<file path="config.mk">
export PLATFORM = sky130hd
export DESIGN_NAME = mmcm_drp_reconfig
export DESIGN_NICKNAME = d
export VERILOG_FILES = /design/src/rtl/mmcm_drp_reconfig.sv
export SDC_FILE = /design/constraint.sdc
export NUM_CORES = 1
export LEC_CHECK = 0
export ABC_AREA = 1
export CORE_MARGIN = 5
export CORE_UTILIZATION = 56
export DETAILED_ROUTE_END_ITERATION = 16
export PLACE_DENSITY = 0.95
export SLEW_MARGIN = 20
export SYNTH_ARGS = -nofsm -noshare
export SYNTH_HDL_FRONTEND = slang
export SYNTH_SLANG_ARGS = --single-unit
</file>
<file path="constraint.sdc">
create_clock -name clk -period 4.71 [get_ports clk]
set_input_delay 1.413 -clock clk [delete_from_list [all_inputs] [get_ports clk]]
set_output_delay 1.413 -clock clk [all_outputs]
set_load 0.03 [all_outputs]
</file>
<file path="src/rtl/mmcm_drp_reconfig.sv">
// Run-time MMCME2_ADV reconfiguration: walks a config table, read-modify-writes each DRP register
// while the MMCM is held in reset, then releases reset and waits for LOCKED.
module mmcm_drp_reconfig #(
  parameter int NUM_ENTRIES  = 23,
  parameter int DRDY_TIMEOUT = 1024,
  parameter int LOCK_TIMEOUT = 65536
) (
  input  logic        clk,
  input  logic        rst_n,
  input  logic        start,
  output logic        busy,
  output logic        done,
  output logic        error,
  output logic [7:0]  tbl_addr,
  input  logic [38:0] tbl_data,
  output logic [6:0]  drp_daddr,
  output logic [15:0] drp_di,
  input  logic [15:0] drp_do,
  output logic        drp_den,
  output logic        drp_dwe,
  input  logic        drp_drdy,
  output logic        mmcm_rst,
  input  logic        mmcm_locked
);

  localparam int DTW = (DRDY_TIMEOUT > 2) ? $clog2(DRDY_TIMEOUT) : 1;
  localparam int LTW = (LOCK_TIMEOUT > 2) ? $clog2(LOCK_TIMEOUT) : 1;

  typedef enum logic [3:0] {
    IDLE       = 4'd0,
    ASSERT_RST = 4'd1,
    FETCH      = 4'd2,
    READ       = 4'd3,
    WAIT_RD    = 4'd4,
    WRITE      = 4'd5,
    WAIT_WR    = 4'd6,
    RELEASE    = 4'd7,
    WAIT_LOCK  = 4'd8
  } state_t;

  state_t         state_r;
  logic [7:0]     index_r;
  logic [15:0]    mask_r;
  logic [15:0]    value_r;
  logic           fetch_wait_r;
  logic [DTW-1:0] drp_tmr_r;
  logic [LTW-1:0] lock_tmr_r;
  logic           locked_meta_r;
  logic           locked_sync_r;
  logic           last_entry_s;

  // Mask bit 1 keeps the register's current bit, 0 takes the table value.
  function automatic logic [15:0] merge_bits(input logic [15:0] old_bits,
                                             input logic [15:0] keep,
                                             input logic [15:0] new_bits);
    return (old_bits & keep) | (new_bits & ~keep);
  endfunction

  assign last_entry_s = (index_r == 8'(NUM_ENTRIES - 1));

  // Two-flop synchroniser for the asynchronous LOCKED input
  always_ff @(posedge clk or negedge rst_n) begin
    if (!rst_n) begin
      locked_meta_r <= 1'b0;
      locked_sync_r <= 1'b0;
    end else begin
      locked_meta_r <= mmcm_locked;
      locked_sync_r <= locked_meta_r;
    end
  end

  // Reconfiguration sequencer; all outputs are registered here
  always_ff @(posedge clk or negedge rst_n) begin
    if (!rst_n) begin
      state_r      <= IDLE;
      index_r      <= 8'd0;
      mask_r       <= 16'd0;
      value_r      <= 16'd0;
      fetch_wait_r <= 1'b0;
      drp_tmr_r    <= '0;
      lock_tmr_r   <= '0;
      busy         <= 1'b0;
      done         <= 1'b0;
      error        <= 1'b0;
      tbl_addr     <= 8'd0;
      drp_daddr    <= 7'd0;
      drp_di       <= 16'd0;
      drp_den      <= 1'b0;
      drp_dwe      <= 1'b0;
      mmcm_rst     <= 1'b0;
    end else begin
      done    <= 1'b0;
      error   <= 1'b0;
      drp_den <= 1'b0;
      drp_dwe <= 1'b0;
      case (state_r)
        IDLE: begin
          // The cycle carrying done/error is already IDLE; a start there is dropped.
          if (start && !done && !error) begin
            busy     <= 1'b1;
            mmcm_rst <= 1'b1;
            index_r  <= 8'd0;
            tbl_addr <= 8'd0;
            state_r  <= ASSERT_RST;
          end else begin
            state_r <= IDLE;
          end
        end
        ASSERT_RST: begin
          fetch_wait_r <= 1'b1;
          state_r      <= FETCH;
        end
        FETCH: begin
          // First cycle lets the sync ROM respond to a freshly changed tbl_addr.
          if (fetch_wait_r) begin
            fetch_wait_r <= 1'b0;
          end else begin
            drp_daddr <= tbl_data[38:32];
            mask_r    <= tbl_data[31:16];
            value_r   <= tbl_data[15:0];
            drp_den   <= 1'b1;
            state_r   <= READ;
          end
        end
        READ: begin
          drp_tmr_r <= DTW'(1);
          state_r   <= WAIT_RD;
        end
        WAIT_RD: begin
          if (drp_drdy) begin
            drp_di  <= merge_bits(drp_do, mask_r, value_r);
            drp_den <= 1'b1;
            drp_dwe <= 1'b1;
            state_r <= WRITE;
          end else if (drp_tmr_r == DTW'(DRDY_TIMEOUT - 1)) begin
            error   <= 1'b1;
            busy    <= 1'b0;
            state_r <= IDLE;
          end else begin
            drp_tmr_r <= drp_tmr_r + DTW'(1);
          end
        end
        WRITE: begin
          drp_tmr_r <= DTW'(1);
          state_r   <= WAIT_WR;
        end
        WAIT_WR: begin
          if (drp_drdy) begin
            if (last_entry_s) begin
              mmcm_rst   <= 1'b0;
              lock_tmr_r <= '0;
              state_r    <= RELEASE;
            end else begin
              index_r      <= index_r + 8'd1;
              tbl_addr     <= index_r + 8'd1;
              fetch_wait_r <= 1'b1;
              state_r      <= FETCH;
            end
          end else if (drp_tmr_r == DTW'(DRDY_TIMEOUT - 1)) begin
            error   <= 1'b1;
            busy    <= 1'b0;
            state_r <= IDLE;
          end else begin
            drp_tmr_r <= drp_tmr_r + DTW'(1);
          end
        end
        RELEASE: begin
          lock_tmr_r <= LTW'(1);
          state_r    <= WAIT_LOCK;
        end
        WAIT_LOCK: begin
          if (locked_sync_r) begin
            done    <= 1'b1;
            busy    <= 1'b0;
            state_r <= IDLE;
          end else if (lock_tmr_r == LTW'(LOCK_TIMEOUT - 1)) begin
            error   <= 1'b1;
            busy    <= 1'b0;
            state_r <= IDLE;
          end else begin
            lock_tmr_r <= lock_tmr_r + LTW'(1);
          end
        end
        default: begin
          busy    <= 1'b0;
          state_r <= IDLE;
        end
      endcase
    end
  end

endmodule
</file>
==> flow_metrics.env <==
export IMPL_slew_viol_final=0
export IMPL_crit_path_end="tbl_addr[3]"
export IMPL_grt_pass1_wl_mm=20.0
export IMPL_drc=0
export IMPL_tritoncts="done"
export IMPL_antenna_found_initial=0
export IMPL_switching_share_pct=41.0
export IMPL_synthCells=622
export IMPL_ir_worst_vdd_uv=407
export IMPL_crit_chain="clkdlybuf4s50_1"
export IMPL_cts_max_level=3
export IMPL_initial_utilization_pct=57.8
export IMPL_fin_crit_ns=3.02
export IMPL_ff2ff_path_depth=7
export IMPL_ctsResizeCount=0
export IMPL_hold_path_class="flop to flop"
export IMPL_rrSetupSlack_ns=2.47
export IMPL_cp_slowest_cell="clkdlybuf4s50_1"
export IMPL_ios=97
export IMPL_core_um2=8760
export IMPL_max_freq_mhz=331
export IMPL_overflow=0
export IMPL_path_max_fanout=8
export IMPL_clock_sinks=102
export IMPL_leakagePower_nw=2.94
export IMPL_startpoint_type="flop"
export IMPL_gp_congestion=0.929
export IMPL_synth_top_area_share_pct=50.4
export IMPL_cp_top_family="buffers and inverters"
export IMPL_die_height_um=105
export IMPL_hold_buffers=0
export IMPL_clock_power_share_pct=16.5
export IMPL_final_setup_viol_count=0
export IMPL_hold_viol_final=0
export IMPL_rsz0062_at_grt="no"
export IMPL_cts_inserted_buffers=9
export IMPL_r2r_end="mask_r[5]$_DFFE_PN0P_"
export IMPL_postSynthAreaPerCell_um2=8.14
export IMPL_design_area_um2=6290
export IMPL_power_switching_mw=1.33
export IMPL_grt_pass1_vias=4410
export IMPL_cts_setup_buffers=0
export IMPL_drive_above_1_share_pct=8.03
export IMPL_tightest_slew_ns=1.02
export IMPL_cts_buffer_depth=2
export IMPL_drtIter0Drc=287
export IMPL_pwr_density_cell_nw_per_um2=517
export IMPL_p_int_mw=1.92
export IMPL_critPathArrivalTime_ns=1.61
export IMPL_post_dp_cell_area_um2=6090
export IMPL_min_period_over_period_pct=64.1
export IMPL_cts_root_buffer="clkbuf_8"
export IMPL_ys_ff_latch=102
export IMPL_synth_area_um2=5060
export IMPL_slew_headroom_pct=31.6
export IMPL_via_count=4476
export IMPL_wl_mm=11.9
export IMPL_skew_ns=0.0131
export IMPL_synth_seq_area_share_pct=50.4
export IMPL_die_w_um=105
export IMPL_vias_per_cell=5.39
export IMPL_n_fill_cell=590
export IMPL_combPwrFrac_pct=41.5
export IMPL_crit_path_max_incr_delay_ns=0.73
export IMPL_antenna_left=0
export IMPL_yosysWarnings=0
export IMPL_ys_top_cells_by_area="dfrtp_1, nand2_1, mux2_2"
export IMPL_wire_per_inst_um=14.3
export IMPL_cap_violations=0
export IMPL_run_status="finished, final reports clean"
export IMPL_final_nets=781
export IMPL_power_frac_seq_pct=42.0
export IMPL_io_buffers=96
export IMPL_tns_ns=0
export IMPL_grt_max_degree=76
export IMPL_path_class="flop to output port"
export IMPL_cp_num_cells=1
export IMPL_holdPathStages=0
export IMPL_critPathCaptureType="output port"
export IMPL_final_cell_mix="nand2_1, dfrtp_1, clkdlybuf4s50_1, nor2_1, inv_1"
export IMPL_cp_required_ns=3.30
export IMPL_grt_usage_pct=21.9
export IMPL_rows=34
export IMPL_synth_cell_types=28
export IMPL_hp_start="locked_meta_r$_DFF_PN0_"
export IMPL_diodes=0
export IMPL_rr_startpoint="state_r[0]$_DFFE_PN0P_"
export IMPL_yosys_area_top_type="dfrtp_1"
export IMPL_layout_commonest_cell="nand2_1"
export IMPL_layout_area_overhead_vs_synth_pct=24.3
export IMPL_syn_num_nets=686
export IMPL_clock_latency_ns=0.38
export IMPL_crit_start="index_r[3]$_DFFE_PN0P_"
export IMPL_final_util_pct=71.8
export IMPL_die_area_um2=11000
export IMPL_drtPass1Iterations=5
export IMPL_crit_buf_inv=1
export IMPL_path_clk_slew_ns=0.11
export IMPL_hpwl_mm=8.98
==> cells by family (layout without fill, tap and decap cells) <==
family	count (synthesis)	in the layout	share of synthesized area [%]
AND/OR/NAND/NOR	343	343	27.7
flip-flops	102	102	50.4
buffers and inverters	72	172	5.96
AO/OA/AOI/OAI	60	60	6.35
multiplexers	29	29	6.45
XOR/XNOR	12	12	2.08
adder cells (fa/ha/maj)	4	4	0.989
==> through the flow <==
stage / power (mW) / worst slack (ns) / hold WS (ns) / instances
final: 3.25 / 1.69 / 0.350 / 830
after global routing: 3.47 / 1.57 / 0.368 / 830
after CTS: 3.27 / 1.66 / 0.354 / 830
after detailed placement: 2.73 / 1.35 / 0.345 / 814
after global placement: 2.64 / 1.46 / 0.332 / 814
after floorplan: 2.24 / 2.47 / 0.331 / 622
==> final cells by class <==
| type | instances | area, µm² | area share (%) |
|---|---|---|---|
| clock inverters | 7 | 80.1 | 1.27 |
| flip-flops and latches | 102 | 2550 | 40.6 |
| well taps | 108 | 135 | 2.15 |
| multi-input cells | 448 | 2210 | 35.1 |
| clock buffers | 9 | 124 | 1.97 |
| inverters | 58 | 218 | 3.46 |
| repair buffers | 98 | 973 | 15.5 |
==> Yosys cell counts, drive strengths merged <==
| library cell | count |
|---|---|
| clkbuf | 3 |
| mux2 | 29 |
| xor2 | 10 |
| or2 | 1 |
| nand3 | 20 |
| nand2 | 227 |
| a21oi | 14 |
| o21bai | 7 |
| nor2 | 75 |
| o22ai | 2 |
| dfrtp | 102 |
| xnor2 | 2 |
| a31oi | 1 |
| nand3b | 2 |
| inv | 58 |
| nor3b | 1 |
| nor3 | 2 |
| o21ai | 36 |
| buf | 11 |
| nand4 | 15 |
| ha | 4 |
==> power groups by stage <==
| stage | Clock, mW | Combinational (mW) | Sequential [mW] |
|---|---|---|---|
| 6_report | 0.538 | 1.35 | 1.37 |
| 5_1_grt | 0.584 | 1.49 | 1.40 |
| 4_1_cts | 0.551 | 1.36 | 1.36 |
| 3_5_place_dp | 0 | 1.35 | 1.38 |
| 3_3_place_gp | 0 | 1.29 | 1.35 |
| 2_1_floorplan | 0 | 0.690 | 1.55 |
==> sequential cells by signal, indices dropped and copies added (netlist names), 4 cells and up <==
name,count
drp_daddr,7
drp_di,16
drp_tmr_r,10
index_r,8
lock_tmr_r,16
mask_r,16
state_r,4
value_r,16
==> layer usage <==
metal / routed length (µm) / GRT usage (%) / up-vias
met3: 894 / 5.55 / 30
met5: 0 / 0 / -
met2: 6250 / 39.0 / 194
met1: 4480 / 25.6 / 2090
li1: - / - / 2162
met4: 270 / 7.67 / 0
==> how the worst min path moves through the flow <==
stage | endpoint | slack, ns
6_report | locked_sync_r$_DFF_PN0_ | 0.35
4_1_cts | locked_sync_r$_DFF_PN0_ | 0.35
2_1_floorplan | locked_sync_r$_DFF_PN0_ | 0.33
3_5_place_dp | locked_sync_r$_DFF_PN0_ | 0.34
5_1_grt | locked_sync_r$_DFF_PN0_ | 0.37
3_3_place_gp | locked_sync_r$_DFF_PN0_ | 0.33
Note: power is estimated with default switching activity, not from simulation.
